### src/rtl/hilo_muldiv_unit.sv
// hilo_muldiv_unit: iterative 32-step multiply/divide unit holding the MIPS
// HI/LO registers. MULT/MULTU use shift-add, DIV/DIVU use restoring
// shift-subtract on magnitudes; signs are reapplied in a final FIX cycle.
// MTHI/MTLO and divide-by-zero complete at the accepting edge.
module hilo_muldiv_unit #(
  parameter int WIDTH = 32
) (
  input  logic             Clk,
  input  logic             Reset,
  input  logic             Start,
  input  logic [2:0]       Op,
  input  logic [WIDTH-1:0] A,
  input  logic [WIDTH-1:0] B,
  output logic             Busy,
  output logic             Done,
  output logic             DivByZero,
  output logic [WIDTH-1:0] HiOut,
  output logic [WIDTH-1:0] LoOut
);

  localparam logic [2:0] OpMult  = 3'b000;
  localparam logic [2:0] OpMultu = 3'b001;
  localparam logic [2:0] OpDiv   = 3'b010;
  localparam logic [2:0] OpDivu  = 3'b011;
  localparam logic [2:0] OpMthi  = 3'b100;
  localparam logic [2:0] OpMtlo  = 3'b101;
  localparam int         CW      = $clog2(WIDTH);

  typedef enum logic [1:0] {IDLE, RUN, FIX} state_t;

  state_t state, nextState;

  logic [CW-1:0]    count;
  logic [WIDTH-1:0] accHi, accLo, operandB;
  logic             isDiv, negRes, negRem;

  logic             isMulOp, isDivOp, isSigned;
  logic             startIter, startMove, startZero;
  logic [WIDTH-1:0] absA, absB;
  logic [WIDTH:0]   mulSum, divShift, divDiff;
  logic             divFits;
  logic [2*WIDTH-1:0] prodFix;
  logic [WIDTH-1:0] quotFix, remFix;

  // Request decode, operand magnitudes and per-step arithmetic
  always_comb begin
    isMulOp   = Start && (Op == OpMult || Op == OpMultu);
    isDivOp   = Start && (Op == OpDiv || Op == OpDivu);
    isSigned  = ~Op[0];
    startIter = (state == IDLE) && (isMulOp || (isDivOp && B != '0));
    startMove = (state == IDLE) && Start && (Op == OpMthi || Op == OpMtlo);
    startZero = (state == IDLE) && isDivOp && (B == '0);
    absA      = (isSigned && A[WIDTH-1]) ? -A : A;
    absB      = (isSigned && B[WIDTH-1]) ? -B : B;
    mulSum    = {1'b0, accHi} + (accLo[0] ? {1'b0, operandB} : '0);
    divShift  = {accHi, accLo[WIDTH-1]};
    divDiff   = divShift - {1'b0, operandB};
    divFits   = ~divDiff[WIDTH];
    prodFix   = negRes ? -{accHi, accLo} : {accHi, accLo};
    quotFix   = negRes ? -accLo : accLo;
    remFix    = negRem ? -accHi : accHi;
  end

  // State register
  always_ff @(posedge Clk) begin
    if (!Reset) state <= IDLE;
    else        state <= nextState;
  end

  // Next-state: WIDTH RUN steps, then one FIX cycle
  always_comb begin
    nextState = state;
    case (state)
      IDLE:    if (startIter) nextState = RUN;
      RUN:     if (count == CW'(WIDTH - 1)) nextState = FIX;
      FIX:     nextState = IDLE;
      default: nextState = IDLE;
    endcase
  end

  // Outputs derived from state
  always_comb begin
    Busy = (state != IDLE);
  end

  // Datapath: operand capture, iteration, sign fix-up and HI/LO writeback
  always_ff @(posedge Clk) begin
    if (!Reset) begin
      count     <= '0;
      accHi     <= '0;
      accLo     <= '0;
      operandB  <= '0;
      isDiv     <= 1'b0;
      negRes    <= 1'b0;
      negRem    <= 1'b0;
      Done      <= 1'b0;
      DivByZero <= 1'b0;
      HiOut     <= '0;
      LoOut     <= '0;
    end else begin
      Done <= 1'b0;
      case (state)
        IDLE: begin
          if (startIter) begin
            accHi     <= '0;
            accLo     <= absA;
            operandB  <= absB;
            isDiv     <= Op[1];
            negRes    <= isSigned && (A[WIDTH-1] ^ B[WIDTH-1]);
            negRem    <= isSigned && Op[1] && A[WIDTH-1];
            count     <= '0;
            DivByZero <= 1'b0;
          end else if (startMove) begin
            if (Op[0]) LoOut <= A;
            else       HiOut <= A;
            DivByZero <= 1'b0;
            Done      <= 1'b1;
          end else if (startZero) begin
            DivByZero <= 1'b1;
            Done      <= 1'b1;
          end
        end
        RUN: begin
          count <= count + 1'b1;
          if (isDiv) begin
            accHi <= divFits ? divDiff[WIDTH-1:0] : divShift[WIDTH-1:0];
            accLo <= {accLo[WIDTH-2:0], divFits};
          end else begin
            accHi <= mulSum[WIDTH:1];
            accLo <= {mulSum[0], accLo[WIDTH-1:1]};
          end
        end
        FIX: begin
          if (isDiv) begin
            LoOut <= quotFix;
            HiOut <= remFix;
          end else begin
            {HiOut, LoOut} <= prodFix;
          end
          Done <= 1'b1;
        end
        default: ;
      endcase
    end
  end

endmodule

### config.mk
export PLATFORM = sky130hd
export DESIGN_NAME = hilo_muldiv_unit
export DESIGN_NICKNAME = d
export VERILOG_FILES = /design/src/rtl/hilo_muldiv_unit.sv
export SDC_FILE = /design/constraint.sdc
export NUM_CORES = 1
export LEC_CHECK = 0
export CORE_AREA = 3 3 156 158
export DETAILED_ROUTE_END_ITERATION = 7
export DIE_AREA = 0 0 159 161
export HOLD_SLACK_MARGIN = 0.1
export PLACE_DENSITY = 0.82
export RECOVER_POWER = 100
export SLEW_MARGIN = 15
export SYNTH_ARGS = -nofsm -noshare
export SYNTH_HDL_FRONTEND = slang
export SYNTH_SLANG_ARGS = --single-unit
### constraint.sdc
create_clock -name Clk -period 10 [get_ports Clk]
set_clock_uncertainty 0.2 [all_clocks]
set_input_delay 2 -clock Clk [delete_from_list [all_inputs] [get_ports Clk]]
set_output_delay 2 -clock Clk [all_outputs]
set_load 0.005 [all_outputs]
==> impl_metrics.py, run 1 <==
metrics = {
    "timing": {
        "final.period_utilization_pct": 77.6,
        "finalWorstSetupSlack_ns": 2.24,
        "rsz0062_at_grt": "no",
        "max_freq_ghz": 0.129,
        "hold_violations": 0,
        "tightest_slew_ns": 3.11,
        "fin_crit_ns": 7.76,
        "setup_viol": 0,
        "fin_tns_setup_ns": 0,
        "max-slew-margin-rel_pct": -108,
        "drv_slew": 99,
    },
    "critical_path": {
        "cp.required_ns": 10.09,
        "cp-start-kind": "input port",
        "r2r_start": "accLo[31]$_SDFFE_PN0P_",
        "worstPathMaxFanout": 61,
        "worstPathArrival_ns": 7.84,
        "crit_start": "Reset",
        "reg2reg_slack_ns": 5.12,
        "worst_setup_path_end_kind": "flip-flop",
        "path_class": "input port to flip-flop",
    },
    "power_and_ir_drop": {
        "power.share.combinational_pct": 25.7,
        "seqPwrFrac_pct": 39.1,
        "cellPowerDensity_mw_per_mm2": 122,
        "finalPower_uw": 1930,
        "p_int_uw": 1290,
        "power.share.clock_pct": 35.2,
        "leakagePower_uw": 0.00651,
        "power_switching_uw": 639,
        "swShare_pct": 33.2,
        "peakVddDrop_uv": 113,
    },
    "logic_synthesis": {
        "netlist_area_mm2": 0.0137,
        "synth_fp_nets": 1986,
        "seq_area_frac_synth_pct": 25.0,
        "synth_top_area_cell": "dfxtp_1",
        "yosysWarnings": 0,
        "ys_ff_latch": 172,
        "avgSynthCellArea_um2": 7.46,
        "yosysMostFrequentCell": "nor2_1",
        "synthFlopType": "dfxtp_1",
        "ys_top_cells_by_area": "dfxtp_1, nor2_1, a21oi_1, ha_1, a211oi_1",
        "yosys-top-cells-count": "nor2_1, a21oi_1, dfxtp_1",
        "yosysTopAreaCellShare_pct": 25.0,
        "netlist_instances": 1844,
        "async_reset_ff_share_pct": 0,
        "synth_edf_count": 0,
        "ys_types": 77,
    },
    "clocking": {
        "cts_made_buffers": 17,
        "post_cts_buffers": 0,
        "cts-root-buf": "clkbuf_16",
        "clk_pin_slew_ns": 0.07,
        "cts.sinks": 172,
        "ctsHoldBuffers": 0,
        "cts_buffer_depth": 2,
        "h-tree-depth": 4,
        "worstSkewPairLatency_ns": 0.44,
        "cts_tree": "done",
        "cts_resized": 0,
    },
    "drt": {
        "dr.pass1.iters": 5,
        "wl_um": 43000,
        "drcViolationCount": 0,
        "viasPerCell": 6.41,
        "vias": 14270,
        "wire_per_inst_um": 19.3,
        "drt_iter0_drc": 1233,
        "postRouteAntennaNets": 0,
    },
    "flow_run": {
        "max_cap_violations": 2,
    },
    "finish": {
        "final_nets": 2037,
        "area_growth_pct": 14.7,
        "design_area_mm2": 0.0158,
        "num_antenna_cells": 0,
        "final_util_pct": 67.8,
        "final_layout_size_suffix_gt1_share_pct": 4.30,
    },
    "global_routing": {
        "met2_usage_pct": 54.9,
        "grt_max_degree": 97,
        "grt_pass1_wl_um": 68700,
        "use_met3_pct": 4.46,
        "overflow": 0,
        "met1_usage_pct": 42.0,
        "grt_pass1_vias": 13089,
        "track_usage_pct": 32.5,
        "grt_antenna_before_repair": 0,
        "grt_busiest_layer": "met2",
    },
    "worst_hold_path": {
        "hold_start": "LoOut[2]$_SDFFE_PN0P_",
        "hold_path.class": "flip-flop to flip-flop",
    },
    "die": {
        "floorplan.initialDensity_pct": 59.1,
        "die_y_um": 161,
        "boundaryPins": 137,
        "rows": 56,
        "die_w_um": 159,
        "die-area_mm2": 0.0256,
        "core_mm2": 0.0233,
    },
    "placement": {
        "pre_cts_ws_ns": 3.06,
        "routabilityCongestion": 0.969,
        "place_hpwl_um": 31700,
        "port-buffer-count": 136,
        "dpl_cell_area_mm2": 0.0152,
    },
    "outcome": {
        "outcome": "finished, violations left",
        "violations": "capacitance limit, slew limit",
    },
}
==> power groups by stage <==
stage / clock, uW / sequential [uW] / combinational (uW)
6_report: 677 / 754 / 495
5_1_grt: 709 / 758 / 541
2_1_floorplan: 0 / 750 / 347
3_3_place_gp: 0 / 767 / 475
4_1_cts: 678 / 753 / 489
3_5_place_dp: 0 / 768 / 485
==> cell families (layout without fill, tap and decap cells) <==
| kind of cell | Yosys count | after routing | synth area share, % |
|---|---|---|---|
| compound gates | 590 | 590 | 27.4 |
| xor+xnor | 171 | 171 | 10.9 |
| fa+ha+maj | 72 | 72 | 6.66 |
| buf+inv | 179 | 242 | 5.08 |
| flops | 172 | 172 | 25.0 |
| mux | 63 | 63 | 4.70 |
| simple gates | 597 | 597 | 20.2 |
==> cell type report <==
class                   count  area, um^2
repair buffers            151        1460
fillers                  2061        7500
clock inverters            14         159
flip-flops and latches    172        3440
inverters                  60         226
clock buffers              17         425
well taps                 319         399
multi-input cells        1493        9650
==> cells in the final DEF, fill, tap and decap left out, drive strengths merged, types with 6 or more instances in the layout <==
cell	Yosys	layout
nor2	254	254
a21oi	178	178
dfxtp	172	172
nand2	134	134
o21ai	121	121
a211oi	113	113
xnor2	90	90
xor2	81	81
ha	70	70
dlygate4sd3	0	70
clkdlybuf4s50	0	66
inv	58	63
mux2i	51	51
nor3	34	34
a21o	30	30
nand3	29	29
nor2b	25	25
nand2b	21	21
clkbuf	97	21
a22oi	20	20
o31ai	17	17
nor4	16	16
or4	16	16
and3	14	14
o211ai	14	14
a31oi	14	14
mux2	12	12
o22ai	11	11
buf	22	11
o41ai	10	10
a311oi	9	9
or3	9	9
and2	9	9
o221ai	8	8
or2	7	7
nand4	6	6
o21bai	6	6
nor3b	6	6
==> final timing paths <==
path	endpoint	depth (start not counted)
worst min register to register	LoOut[2]$_SDFFE_PN0P_	2
worst max register to register	accHi[3]$_SDFFE_PN0P_	14
worst min-delay path	LoOut[2]$_SDFFE_PN0P_	2
worst max-delay path	accHi[4]$_SDFFE_PN0P_	9
==> flip-flops by register name, summed over array words and instances, names as in the netlist <==
name,flops
DivByZero,1
Done,1
HiOut,32
LoOut,32
accHi,32
accLo,32
count,5
isDiv,1
negRem,1
negRes,1
operandB,32
state,2
==> worst max-delay path, cell delays in order <==
cell and delay, ns:
dlygate4sd3_1 0.54, clkbuf_1 0.59, clkinvlp_2 0.43, clkbuf_1 2.22, buf_4 0.77, nor2_1 0.10, clkbuf_1 0.56, a22oi_1 0.39
o21ai_0 0.11
==> per-layer routing <==
metal / routed length (um) / part of all wire (%)
met1: 17500 / 41
met2: 20100 / 47
met3: 3580 / 8.3
met4: 1870 / 4.3
met5: 0 / 0
==> per-stage QoR <==
stage | hold WS (ns) | cells
5_1_grt | 0.296 | 2226
6_report | 0.256 | 2226
3_3_place_gp | 0.246 | 2195
3_5_place_dp | 0.248 | 2195
4_1_cts | 0.258 | 2226
2_1_floorplan | 0.224 | 1844
(Power assumes the default switching activity.)
==> run 2: changes to the inputs <==
--- a/config.mk
+++ b/config.mk
@@ -5,11 +5,11 @@
 export SDC_FILE = /design/constraint.sdc
 export NUM_CORES = 1
 export LEC_CHECK = 0
-export CORE_AREA = 3 3 156 158
+export CORE_AREA = 3 3 166 168
 export DETAILED_ROUTE_END_ITERATION = 7
-export DIE_AREA = 0 0 159 161
+export DIE_AREA = 0 0 169 171
 export HOLD_SLACK_MARGIN = 0.1
-export PLACE_DENSITY = 0.82
+export PLACE_DENSITY = 0.77
 export RECOVER_POWER = 100
 export SLEW_MARGIN = 15
 export SYNTH_ARGS = -nofsm -noshare
==> constraint.sdc (replaced) <==
create_clock -name Clk -period 6.75 [get_ports Clk]
set_clock_uncertainty 0.2 [all_clocks]
set_input_delay 1.35 -clock Clk [delete_from_list [all_inputs] [get_ports Clk]]
set_output_delay 1.35 -clock Clk [all_outputs]
set_load 0.005 [all_outputs]
==> run 2 against run 1 <==
The flow still finishes with violations (capacitance limit, slew limit). Flip-flop and latch count unchanged. Die area is 13% higher. Worst setup slack worse by 1.3 ns. First-iteration DRC count up 0.73%. Clock power increased by 46%. Combinational power is 47% higher. Non-clock buffer count up 2. Sequential power is 49% higher. Largest cell class unchanged.
==> impl_metrics.py, run 2 (synthesis results as in run 1) <==
metrics = {
    "outcome": {
        "outcome": "finished, violations left",
        "violations": "capacitance limit, slew limit",
    },
    "timing": {
        "tightest_slew_ns": 3.07,
        "fin_crit_ns": 5.82,
        "final.period_utilization_pct": 86.2,
        "max_freq_ghz": 0.172,
        "setup_viol": 0,
        "hold_violations": 0,
        "max-slew-margin-rel_pct": -105,
        "fin_tns_setup_ns": 0,
        "drv_slew": 73,
        "rsz0062_at_grt": "no",
    },
    "clocking": {
        "cts_made_buffers": 17,
        "post_cts_buffers": 0,
        "cts_tree": "done",
        "clk_pin_slew_ns": 0.08,
        "worstSkewPairLatency_ns": 0.44,
        "ctsHoldBuffers": 0,
        "cts-root-buf": "clkbuf_16",
        "cts_resized": 0,
        "cts.sinks": 172,
        "cts_buffer_depth": 2,
        "h-tree-depth": 4,
    },
    "power_and_ir_drop": {
        "swShare_pct": 34.9,
        "cellPowerDensity_mw_per_mm2": 180,
        "power_switching_uw": 990,
        "p_int_uw": 1850,
        "leakagePower_uw": 0.00652,
        "power.share.clock_pct": 34.9,
        "seqPwrFrac_pct": 39.4,
        "power.share.combinational_pct": 25.7,
        "finalPower_uw": 2840,
        "peakVddDrop_uv": 173,
    },
    "finish": {
        "area_growth_pct": 14.7,
        "fin_cells": 2244,
        "layout_common_cells": "nor2_1, a21oi_1, dfxtp_1, nand2_1, o21ai_0",
        "design_area_mm2": 0.0158,
        "final_common_cell": "nor2_1",
        "final_nets": 2039,
        "final_layout_size_suffix_gt1_share_pct": 4.14,
        "num_antenna_cells": 0,
        "final_util_pct": 60.5,
    },
    "global_routing": {
        "grt_max_degree": 97,
        "track_usage_pct": 29.6,
        "overflow": 0,
        "grt_pass1_wl_um": 69400,
        "grt_pass1_vias": 13116,
        "grt_antenna_before_repair": 0,
    },
    "critical_path": {
        "path_class": "input port to flip-flop",
        "cp-start-kind": "input port",
        "slowest_stage": "o21ai_0",
        "cpLargestDelayFamily": "compound AO/OA/AOI/OAI gates",
        "max_stage_delay_ns": 1.87,
        "cp.required_ns": 6.84,
        "crit_path_frequent_cell": "o21ai_0",
        "worst-path-buf-inv": 3,
        "worstPathArrival_ns": 5.91,
        "worstPathMaxFanout": 23,
        "crit_chain": "dlygate4sd3_1, inv_1, o21ai_0, clkbuf_1, mux2_2, o21ai_0, a21oi_1",
        "worst_setup_path_end_kind": "flip-flop",
    },
    "worst_hold_path": {
        "hold_path.class": "flip-flop to flip-flop",
    },
    "placement": {
        "routabilityCongestion": 0.960,
        "place_inst": 2213,
        "port-buffer-count": 136,
        "place_hpwl_um": 33000,
        "dpl_cell_area_mm2": 0.0152,
    },
    "die": {
        "floorplan.initialDensity_pct": 52.8,
        "die_w_um": 169,
        "die_y_um": 171,
        "boundaryPins": 137,
        "core_mm2": 0.0261,
        "rows": 59,
        "die-area_mm2": 0.0289,
    },
    "flow_run": {
        "max_cap_violations": 2,
    },
    "drt": {
        "dr.pass1.iters": 6,
        "vias": 14014,
        "wire_per_inst_um": 19.5,
        "wl_um": 43700,
        "viasPerCell": 6.25,
        "drcViolationCount": 0,
        "postRouteAntennaNets": 0,
        "drt_iter0_drc": 1242,
    },
}
run 2: worst paths after layout:
| check | from | end | slack, ns | depth (start not counted) |
|---|---|---|---|---|
| max | Op[0] | HiOut[11]$_SDFFE_PN0P_ | 0.93 | 7 |
| max reg2reg | accLo[31]$_SDFFE_PN0P_ | accHi[21]$_SDFFE_PN0P_ | 1.88 | 13 |
| min reg2reg | LoOut[3]$_SDFFE_PN0P_ | LoOut[3]$_SDFFE_PN0P_ | 0.26 | 2 |
| min | LoOut[3]$_SDFFE_PN0P_ | LoOut[3]$_SDFFE_PN0P_ | 0.26 | 2 |
run 2: layout make-up:
type | count | area [um^2]
Sequential cell | 172 | 3440
Multi-Input combinational cell | 1493 | 9620
Timing Repair Buffer | 153 | 1480
Inverter | 60 | 226
Clock inverter | 14 | 154
Fill cell | 2374 | 10300
Tap cell | 335 | 419
Clock buffer | 17 | 425
run 2: through the flow:
step | setup WS [ns] | hold slack, ns
after floorplan | 2.56 | 0.224
after global placement | 1.32 | 0.240
after detailed placement | 1.22 | 0.252
after CTS | 1.63 | 0.262
after global routing | 0.648 | 0.288
final | 0.934 | 0.260
run 2: metal layers:
layer | wire length (um) | vias to the layer above | track usage (%)
li1 | - | 6769 | -
met1 | 18700 | 6569 | 38.8
met2 | 19700 | 580 | 48.2
met3 | 3300 | 96 | 4.55
met4 | 2120 | 0 | 13.4
met5 | 0 | - | 0
run 2: worst reg2reg max path, cell delays in order, from the launching register on:
cell	delay (ns)
dfxtp_1	0.40
inv_1	0.12
ha_1	0.25
fa_1	0.40
nor2b_1	0.22
o31a_1	0.27
o211ai_1	0.29
a211oi_1	0.43
o211a_1	0.25
o221ai_1	0.24
xor2_4	0.75
buf_4	0.42
mux2i_1	0.35
o21ai_0	0.12
run 2: power by group through the flow:
stage / logic (uW) / clock network, uW / registers (uW)
after floorplan: 514 / 0 / 1110
after global placement: 709 / 0 / 1140
after detailed placement: 721 / 0 / 1140
after CTS: 726 / 994 / 1120
after global routing: 799 / 1040 / 1120
final: 729 / 990 / 1120
==> run 3: changes to the inputs <==
--- a/config.mk
+++ b/config.mk
@@ -6,6 +6,7 @@
 export NUM_CORES = 1
 export LEC_CHECK = 0
 export CORE_AREA = 3 3 166 168
+export CTS_BUF_LIST = sky130_fd_sc_hd__clkbuf_8 sky130_fd_sc_hd__clkbuf_16
 export DETAILED_ROUTE_END_ITERATION = 7
 export DIE_AREA = 0 0 169 171
 export HOLD_SLACK_MARGIN = 0.1
==> constraint.sdc (replaced) <==
create_clock -name Clk -period 4.77 [get_ports Clk]
set_clock_uncertainty 0.2 [all_clocks]
set_input_delay 0.954 -clock Clk [delete_from_list [all_inputs] [get_ports Clk]]
set_output_delay 0.954 -clock Clk [all_outputs]
set_load 0.005 [all_outputs]
==> run 3 against run 2 <==
The run still ends with capacitance limit, slew limit left. Clock power is 47% higher. Routed wire length is 3.2% higher. Flip-flop and latch count stayed put. Sequential power is 41% higher. Final cell count is 1.2% higher. Register-to-register slack worse by 1.6 ns. Count of clock-buffer cells in the layout is 1 higher. Power is 45% higher. Largest power group unchanged. Highest routed layer unchanged.
==> impl_metrics.py, run 3 (synthesis results as in run 1) <==
metrics = {
    "timing": {
        "max_freq_ghz": 0.225,
        "drv_slew": 58,
        "final.period_utilization_pct": 93.3,
        "fin_crit_ns": 4.45,
        "hold_violations": 0,
        "finalWorstSetupSlack_ns": 0.318,
        "rsz0062_at_grt": "no",
        "fin_tns_setup_ns": 0,
        "setup_viol": 0,
        "tightest_slew_ns": 1.85,
        "max-slew-margin-rel_pct": -23.4,
    },
    "placement": {
        "pre_cts_ws_ns": 0.184,
        "port-buffer-count": 136,
        "routabilityCongestion": 0.984,
        "dpl_cell_area_mm2": 0.0155,
        "place_hpwl_um": 34500,
    },
    "global_routing": {
        "grt_pass1_vias": 13165,
        "grt_pass1_wl_um": 71600,
        "grt_antenna_before_repair": 0,
        "overflow": 0,
        "track_usage_pct": 30.6,
        "grt_max_degree": 69,
    },
    "clocking": {
        "cts-root-buf": "clkbuf_16",
        "cts_buffer_depth": 2,
        "post_cts_buffers": 0,
        "cts_resized": 0,
        "cts_tree": "done",
        "worstSkewPairLatency_ns": 0.45,
        "cts.sinks": 172,
        "ctsHoldBuffers": 0,
        "cts_made_buffers": 17,
        "clk_pin_slew_ns": 0.08,
        "h-tree-depth": 4,
    },
    "worst_hold_path": {
        "holdPathStages": 2,
        "hold_path.class": "flip-flop to flip-flop",
        "hold_start": "operandB[31]$_SDFFE_PN0P_",
        "holdPathEnd": "operandB[31]$_SDFFE_PN0P_",
    },
    "drt": {
        "wl_met2_um": 21000,
        "drt_iter0_drc": 1310,
        "drcViolationCount": 0,
        "top_layer_used": "met4",
        "met1Wirelength_um": 19500,
        "wl_um": 45100,
        "dr.pass1.iters": 5,
        "viasPerCell": 6.26,
        "wire_per_inst_um": 19.9,
        "dr_wl_met3_um": 3100,
        "vias": 14214,
        "postRouteAntennaNets": 0,
    },
    "die": {
        "rows": 59,
        "die_w_um": 169,
        "core_mm2": 0.0261,
        "floorplan.initialDensity_pct": 52.8,
        "boundaryPins": 137,
        "die_y_um": 171,
        "die-area_mm2": 0.0289,
    },
    "power_and_ir_drop": {
        "cellPowerDensity_mw_per_mm2": 255,
        "finalPower_uw": 4100,
        "leakagePower_uw": 0.00670,
        "peakVddDrop_uv": 184,
    },
    "finish": {
        "final_layout_size_suffix_gt1_share_pct": 5.48,
        "design_area_mm2": 0.0160,
        "num_antenna_cells": 0,
        "final_nets": 2065,
        "layout_common_cells": "nor2_1, a21oi_1, dfxtp_1, nand2_1, o21ai_0",
        "area_growth_pct": 16.7,
        "final_common_cell": "nor2_1",
    },
    "critical_path": {
        "worstPathArrival_ns": 4.57,
        "worst_setup_path_end_kind": "flip-flop",
        "r2r_start": "accLo[31]$_SDFFE_PN0P_",
        "r2r_end": "accHi[7]$_SDFFE_PN0P_",
        "crit_chain": "inv_1, ha_1, fa_1, nor2b_1, o31a_1, o211ai_1, a211oi_1, o211a_1, o221ai_1, xor2_1, buf_12, mux2_2, a21oi_1, o21ai_0",
        "rr_worst_depth": 14,
        "path_class": "flip-flop to flip-flop",
        "max_stage_delay_ns": 0.61,
        "reg2reg_slack_ns": 0.32,
        "slowest_stage": "xor2_1",
        "cp-start-kind": "flip-flop",
        "worstPathMaxFanout": 28,
        "cp.required_ns": 4.89,
    },
    "flow_run": {
        "max_cap_violations": 1,
    },
    "outcome": {
        "violations": "capacitance limit, slew limit",
        "outcome": "finished, violations left",
    },
}
-- run 3: cell types whose count changed in the layout (fill, tap and decap cells not counted), moves of 2 or more --
cell             delta
buf_4              +21
buf_12              +5
clkinv_4            -4
inv_6               +3
clkdlybuf4s50_1     +2
dlygate4sd3_1       -2
-- run 3: worst max path at each step --
stage / end / slack (ns) / start
finish: accHi[7]$_SDFFE_PN0P_ / 0.32 / accLo[31]$_SDFFE_PN0P_
global route: accHi[26]$_SDFFE_PN0P_ / 0.09 / accLo[0]$_SDFFE_PN0P_
CTS: accHi[28]$_SDFFE_PN0P_ / 0.58 / accLo[0]$_SDFFE_PN0P_
detailed placement: accLo[31]$_SDFFE_PN0P_ / 0.18 / B[6]
global placement: accLo[31]$_SDFFE_PN0P_ / 0.31 / B[6]
floorplan: accHi[24]$_SDFFE_PN0P_ / 0.97 / B[6]
-- run 3: layer usage --
metal	up-vias	GRT usage, %
met5	-	0
met1	6689	40.5
met2	602	51.8
li1	6833	-
met3	90	3.65
met4	0	10.6
-- run 3: cell type report --
class / instances / area, um^2
fillers: 2418 / 10000
inverters: 60 / 226
multi-input cells: 1493 / 9610
clock inverters: 14 / 165
well taps: 335 / 419
clock buffers: 18 / 439
flip-flops and latches: 172 / 3440
repair buffers: 179 / 1740
-- run 3: through the flow --
stage	hold WS [ns]	instances	utilization [%]
detailed placement	0.249	2239	59.5
finish	0.260	2271	61.6
global route	0.287	2271	61.6
CTS	0.259	2271	61.8
global placement	0.242	2239	59.5
floorplan	0.224	1844	-
-- run 3: worst max-delay path, delay by kind of cell, from the launching register on --
| kind | cells | cell delay [ns] |
|---|---|---|
| compound gates | 7 | 1.59 |
| xor+xnor | 1 | 0.61 |
| fa+ha+maj | 2 | 0.65 |
| buf+inv | 2 | 0.37 |
| flops | 1 | 0.33 |
| mux | 1 | 0.34 |
| simple gates | 1 | 0.22 |
-- run 3: where the power goes --
| group | switching [uW] | internal [uW] |
|---|---|---|
| clock | 732 | 725 |
| sequential | 80.5 | 1500 |
| combinational | 626 | 434 |
